<file path="src/rtl/mem_wb_stage.sv">
// MIPS MEM stage with MEM/WB register: performs data-memory access over a req/ack
// bus, stalls upstream while a load/store is outstanding, and aborts on timeout.
module mem_wb_stage #(
  parameter int unsigned DW       = 32,
  parameter int unsigned RW       = 5,
  parameter int unsigned MAX_WAIT = 15
) (
  input  logic          CLK,
  input  logic          RSTN,
  input  logic          RFWEM,
  input  logic          DMWEM,
  input  logic          MtoRFselM,
  input  logic [DW-1:0] ALU_outM,
  input  logic [DW-1:0] DMinM,
  input  logic [RW-1:0] RtDM,
  output logic          STALL_M,
  output logic          DM_REQ,
  output logic          DM_WE,
  output logic [DW-1:0] DM_ADDR,
  output logic [DW-1:0] DM_WDATA,
  input  logic [DW-1:0] DM_RDATA,
  input  logic          DM_ACK,
  output logic          RFWEW,
  output logic [DW-1:0] ResultW,
  output logic [RW-1:0] RtDW,
  output logic          DM_ERR
);

  typedef enum logic [1:0] {IDLE, REQ, DONE} state_t;

  localparam logic [7:0] WAIT_LAST = 8'(MAX_WAIT - 1);

  state_t        state;
  logic [DW-1:0] addr_q;
  logic [DW-1:0] wdata_q;
  logic          we_q;
  logic [DW-1:0] rdata_q;
  logic [7:0]    wait_cnt;
  logic          memop;

  assign memop = DMWEM | MtoRFselM;

  // Gated by RSTN so the stall releases immediately when reset asserts mid-access.
  assign STALL_M  = RSTN & (((state == IDLE) & memop) | (state == REQ));
  assign DM_REQ   = (state == REQ);
  assign DM_WE    = we_q;
  assign DM_ADDR  = addr_q;
  assign DM_WDATA = wdata_q;

  always_ff @(posedge CLK or negedge RSTN) begin
    if (!RSTN) begin
      state    <= IDLE;
      addr_q   <= '0;
      wdata_q  <= '0;
      we_q     <= 1'b0;
      rdata_q  <= '0;
      wait_cnt <= '0;
      RFWEW    <= 1'b0;
      ResultW  <= '0;
      RtDW     <= '0;
      DM_ERR   <= 1'b0;
    end else begin
      case (state)
        IDLE: begin
          if (memop) begin
            addr_q   <= ALU_outM;
            wdata_q  <= DMinM;
            we_q     <= DMWEM;
            rdata_q  <= '0;
            wait_cnt <= '0;
            RFWEW    <= 1'b0;
            state    <= REQ;
          end else begin
            RFWEW   <= RFWEM & (RtDM != '0);
            ResultW <= ALU_outM;
            RtDW    <= RtDM;
          end
        end
        REQ: begin
          if (DM_ACK) begin
            if (!we_q) rdata_q <= DM_RDATA;
            state <= DONE;
          end else if (wait_cnt >= WAIT_LAST) begin
            DM_ERR  <= 1'b1;
            rdata_q <= '0;
            state   <= DONE;
          end else begin
            wait_cnt <= wait_cnt + 8'd1;
          end
        end
        DONE: begin
          RFWEW   <= RFWEM & (RtDM != '0);
          ResultW <= MtoRFselM ? rdata_q : ALU_outM;
          RtDW    <= RtDM;
          state   <= IDLE;
        end
        default: state <= IDLE;
      endcase
    end
  end

endmodule

</file>
<file path="config.mk">
export PLATFORM = sky130hd
export DESIGN_NAME = mem_wb_stage
export DESIGN_NICKNAME = d
export VERILOG_FILES = /design/src/rtl/mem_wb_stage.sv
export SDC_FILE = /design/constraint.sdc
export NUM_CORES = 1
export LEC_CHECK = 0
export CAP_MARGIN = 30
export CORE_UTILIZATION = 41
export DETAILED_ROUTE_END_ITERATION = 7
export PLACE_DENSITY_LB_ADDON = 0.25
export SLEW_MARGIN = 20
export SYNTH_ARGS = -nofsm -noshare
export SYNTH_HDL_FRONTEND = slang
export SYNTH_SLANG_ARGS = --single-unit
</file>
<file path="constraint.sdc">
create_clock -name CLK -period 1.5 [get_ports CLK]
set_input_delay 0.15 -clock CLK [delete_from_list [all_inputs] [get_ports CLK]]
set_output_delay 0.15 -clock CLK [all_outputs]
set_load 0.01 [all_outputs]
</file>
# Word level (Yosys, flattened, before mapping)
# Cells that the tools add are included.
[op_classes]
n_addsub = 1
order_cmp = 1
n_eq_ne = 8
mux = 20
bitwise = 6
n_reduce_logical = 10
[ops]
columns = ["op", "n"]
rows = [
  ["32-bit 2-to-1 mux", 6],
  ["32-bit case mux with 2 select lines", 2],
  ["8-bit 2-to-1 mux", 3],
  ["8-bit case mux with 2 select lines", 1],
  ["5-bit case mux with 2 select lines", 1],
  ["8-bit by 1-bit adder with 8-bit output (second input constant)", 1],
  ["8-bit by 4-bit greater-or-equal comparator with 1-bit output (second input constant)", 1],
  ["2-bit != test (second input constant)", 4],
  ["4-bit AND reduction", 2],
  ["2-bit 2-to-1 mux", 3],
  ["2-bit AND reduction", 3],
  ["5-bit 2-to-1 mux", 1],
  ["5-bit nonzero test", 1],
  ["2-bit case mux with 2 select lines", 1],
  ["2-bit nonzero test", 2],
  ["1-bit bitwise AND", 3],
  ["3-bit by 1-bit != test with 1-bit output (second input constant)", 1],
  ["3-bit != test (second input constant)", 1],
  ["3-bit AND reduction", 1],
  ["2-bit by 1-bit equality test with 1-bit output (second input constant)", 1],
  ["2-bit equality test (second input constant)", 1],
  ["2-bit zero test", 1],
  ["1-bit bitwise OR", 2],
  ["1-bit case mux with 2 select lines", 1],
  ["2 further kinds", 2],
]
[totals]
ff_bits = 146
input_bits = 107
out_inout_bits = 106
elab_cells = 56

# Depth between registers and ports, before layout
[logic_depth]
word_depth = 4
mapped_depth = 7
ltp_nobuf = 6

# Least setup slack after synthesis
# Ideal clock, no wire load.
[synth_path]
kind = "register -> register"
start = "register state[0]"
end = "register rdata_q[11]"
setup_ns = 0.119
arrival_ns = 1.396
required_ns = 1.381
setup_slack_ns = -0.015
stages_incl_launch_ff = 6
n_path_buf = 1
synth_period_minus_slack_ns = 1.515
cell_sequence = "dfrtp_1 > nor3_2 > a311oi_4 > nand2_4 > buf_6 > a21bo_2"
[synth_via]
elab_chain_len = 3
word_cells_on_any_way = 8
cone_classes = "eq/ne (4); mux (1); reduce/logical (3)"
[synth_rtl]
columns = ["element", "line_no", "rtl"]
rows = [
  ["from (decl)", "33", "state_t state;"],
  ["from (signal assigned)", "52", "state <= IDLE;"],
  ["from (signal assigned)", "72", "state <= REQ;"],
  ["from (signal assigned)", "82", "state <= DONE;"],
  ["2-bit by 1-bit equality test with 1-bit output / 2-bit zero test (equally long branches)", "63", "case (state)"],
  ["3-bit != test (no line) (tied with other cells)", "--", ""],
  ["4-bit AND reduction (no line)", "--", ""],
  ["to (signal assigned)", "56", "rdata_q <= '0;"],
  ["to (signal assigned)", "69", "rdata_q <= '0;"],
  ["to (signal assigned)", "81", "if (!we_q) rdata_q <= DM_RDATA;"],
  ["to (decl)", "37", "logic [DW-1:0] rdata_q;"],
]
# Parallel ways exist; a longest one is shown, timed or not.
# A chain may end at the register's enable or synchronous reset.

# Worst setup path after layout
[layout_path]
start = "register state[0]"
end = "register rdata_q[20]"
# Same word-level chain as after synthesis.

==> results.sh <==
export IMPL_drtPass1Iterations=4
export IMPL_drt_vias_per_instance=5.02
export IMPL_hold_class="in2reg"
export IMPL_pre_cts_slack_ns=-0.301
export IMPL_die_area_um2=15500
export IMPL_fmax_ghz=0.619
export IMPL_drive_above_1_share_pct=13.6
export IMPL_via_count=5315
export IMPL_power_internal_mw=12.0
export IMPL_violations="setup timing"
export IMPL_syn_num_nets=737
export IMPL_io_pins=213
export IMPL_grt_pass1_vias=5611
export IMPL_syn_instance_count=628
export IMPL_clock_sinks=146
export IMPL_antenna_found_initial=0
export IMPL_ys_async_sr_fraction_pct=100
export IMPL_syn_area_um2=6150
export IMPL_gp_congestion=0.739
export IMPL_min_period_over_period_pct=108
export IMPL_die_h_um=124
export IMPL_relSlewSlack_pct=45.7
export IMPL_max_cap_violations=0
export IMPL_ys_top_cells_by_count="nand2_1, dfrtp_1, o21ai_0, nand4_1, or3_1"
export IMPL_yosysSeqAreaShare_pct=59.4
export IMPL_required_ns=1.80
export IMPL_clk_pin_slew_ns=0.06
export IMPL_rrSetupSlack_ns=-0.12
export IMPL_grt_max_degree=147
export IMPL_whs_ns=0.0958
export IMPL_postRouteAntennaNets=0
export IMPL_yosysTopAreaCell="dfrtp_1"
export IMPL_multi_input_area_um2=2360
export IMPL_combinationalPowerShare_pct=40.0
export IMPL_cp_start_kind="flop"
export IMPL_end_kind="flop"
export IMPL_worstSetupPathType="reg2reg"
export IMPL_period_minus_slack_ns=1.62
export IMPL_pwr_share_seq_pct=36.2
export IMPL_ys_top_cells_by_area="dfrtp_1, nand2_1, o21ai_0, a21bo_1, nand4_1"
export IMPL_power_density_nw_per_um2=1870
export IMPL_pwr_share_clk_pct=23.8
export IMPL_grt_usage_pct=23.8
export IMPL_finalPower_mw=17.9
export IMPL_hpwl_um=12100
export IMPL_start_util_pct=42.1
export IMPL_drv_slew=0
export IMPL_num_rows=44
export IMPL_root_buffer="clkbuf_16"
export IMPL_diodes=0
export IMPL_ys_flop_type="dfrtp_1"
export IMPL_gr_total_overflow=0
export IMPL_synthDistinctLibCells=38
export IMPL_fillerInstances=1118
export IMPL_ctsLongestPathBuffers=2
export IMPL_peakVddDrop_uv=1020
export IMPL_worst_pin_slew_ns=0.815
export IMPL_fp_coreArea_um2=14600
export IMPL_die_width_um=124
export IMPL_swShare_pct=32.7
export IMPL_layout_setup_ws_ns=-0.116
export IMPL_io_buffers=212
export IMPL_rsz0062_at_grt="true"
export IMPL_ys_ff_latch=146
export IMPL_grt_pass1_wl_um=28900
export IMPL_htree_levels=4
export IMPL_cts_buffers=17
export IMPL_clk_latency_ns=0.42
export IMPL_routed_wl_um=17700
export IMPL_power_switching_mw=5.83
export IMPL_final_nets=971
export IMPL_wl_per_cell_um=16.7
export IMPL_arrival_ns=1.92
export IMPL_setup_viol=33
export IMPL_final_hold_viol_count=0
export IMPL_synth_warnings=0
export IMPL_yosysMostFrequentCell="nand2_1"
export IMPL_syn_area_per_cell_um2=9.79
export IMPL_finalClockSkew_ns=0.00659
export IMPL_dr_first_iter_drc_count=272
export IMPL_cts_tree="done"
export IMPL_critPathMaxFanout=23
export IMPL_status="finished, violations left"
export IMPL_synth_top_area_share_pct=59.4
export IMPL_p_leak_nw=5.09
export IMPL_area_delta_synth_final_pct=55.4
export IMPL_regArea_um2=3660
export IMPL_synth_edff_count=0
export IMPL_drc=0
## critical path, cell delays in order, from the launching register on
cell and delay, ns:
dfrtp_2 0.46, buf_6 0.15, a311oi_4 0.28, buf_6 0.17, nand2_4 0.06, buf_12 0.16, a21bo_2 0.22
## final timing paths
kind / startpoint / endpoint / depth (start not counted)
hold / removal: DM_ACK / state[1]$_DFFE_PN0P_ / 2
min in group asynchronous: RSTN / state[1]$_DFFE_PN0P_ / 3
hold reg to reg: DM_ERR$_DFFE_PN0P_ / DM_ERR$_DFFE_PN0P_ / 1
setup / recovery: state[0]$_DFFE_PN0P_ / rdata_q[20]$_DFFE_PN0P_ / 6
max in group asynchronous: RSTN / ResultW[3]$_DFFE_PN0P_ / 3
setup reg to reg: state[0]$_DFFE_PN0P_ / rdata_q[20]$_DFFE_PN0P_ / 6
## power by group through the flow
| stage | clock network [mW] | registers, mW | logic [mW] |
|---|---|---|---|
| after global routing | 4.48 | 6.66 | 7.77 |
| after CTS | 4.33 | 6.50 | 7.29 |
| final | 4.25 | 6.46 | 7.15 |
| after floorplan | 0 | 7.06 | 2.38 |
| after detailed placement | 0 | 6.54 | 7.10 |
| after global placement | 0 | 6.45 | 6.92 |
## per-stage QoR
step | cells | TNS (ns) | utilization, % | area [um2]
after global placement | 1017 | -18.04 | 59.3 | 8650
final | 1058 | -3.06 | 65.5 | 9560
after CTS | 1057 | -1.99 | 64.0 | 9340
after detailed placement | 1017 | -24.43 | 59.3 | 8650
after floorplan | 628 | -0.0492 | - | 6150
after global routing | 1058 | -7.06 | 65.5 | 9560
## registers in the layout (all words and copies together) (netlist names)
name / cells
DM_ADDR: 32
DM_ERR: 1
DM_WDATA: 32
DM_WE: 1
RFWEW: 1
ResultW: 32
RtDW: 5
rdata_q: 32
state: 2
wait_cnt: 8
## placed cells by master, fill, tap and decap left out, drive strengths merged
master / count
a311oi: 1
a211o: 1
a21bo: 32
mux2: 5
nand3: 3
ha: 2
o211ai: 1
nor2b: 1
a22o: 1
or3: 32
nor2: 4
dfrtp: 146
mux2i: 1
nand4: 32
nor4: 1
o21bai: 1
nor3b: 2
a21oi: 2
nor3: 3
a21o: 1
and2: 4
a31oi: 1
clkinvlp: 1
or4: 1
inv: 3
dlygate4sd3: 1
dlymetal6s2s: 50
o22ai: 2
buf: 52
o21a: 2
nand2: 230
bufinv: 3
dlygate4sd2: 6
clkinv: 7
o21ai: 67
clkbuf: 20
clkdlybuf4s50: 152
## routing by layer
layer / global-route usage (%) / routed length [um]
met1: 28.6 / 7450
met2: 40.2 / 8900
met3: 8.16 / 1190
met4: 7.37 / 169
met5: 0 / 0
## cell type report
class | count | area share, %
sequential | 146 | 38.3
timing repair buffer | 261 | 28.3
multi-input combinational | 433 | 24.7
clock buffer | 20 | 4.78
tap | 184 | 2.41
clock inverter | 11 | 1.43
inverter | 3 | 0.118
## cells by family (layout without fill, tap and decap cells)
kind of cell / count (synthesis) / in the layout / synth area share [%]
muxes: 6 / 6 / 1.08
buffers and inverters: 49 / 295 / 4.09
and+or+nand+nor: 313 / 313 / 22.5
DFF: 146 / 146 / 59.4
adders and majority gates: 2 / 2 / 0.407
AOI/OAI and AO/OA: 112 / 112 / 12.5
## timing repair
action | 4_1_cts | 5_1_grt
pin swaps | 3 | 8
resized for setup | 28 | 71
buffers inserted | 7 | 2
hold endpoints to repair | 146 | 0
gates cloned | 1 | 0
endpoints found under the setup margin | 78 | 160
hold buffers | 1 | 0
No activity file was read; power rests on OpenSTA's default activity.
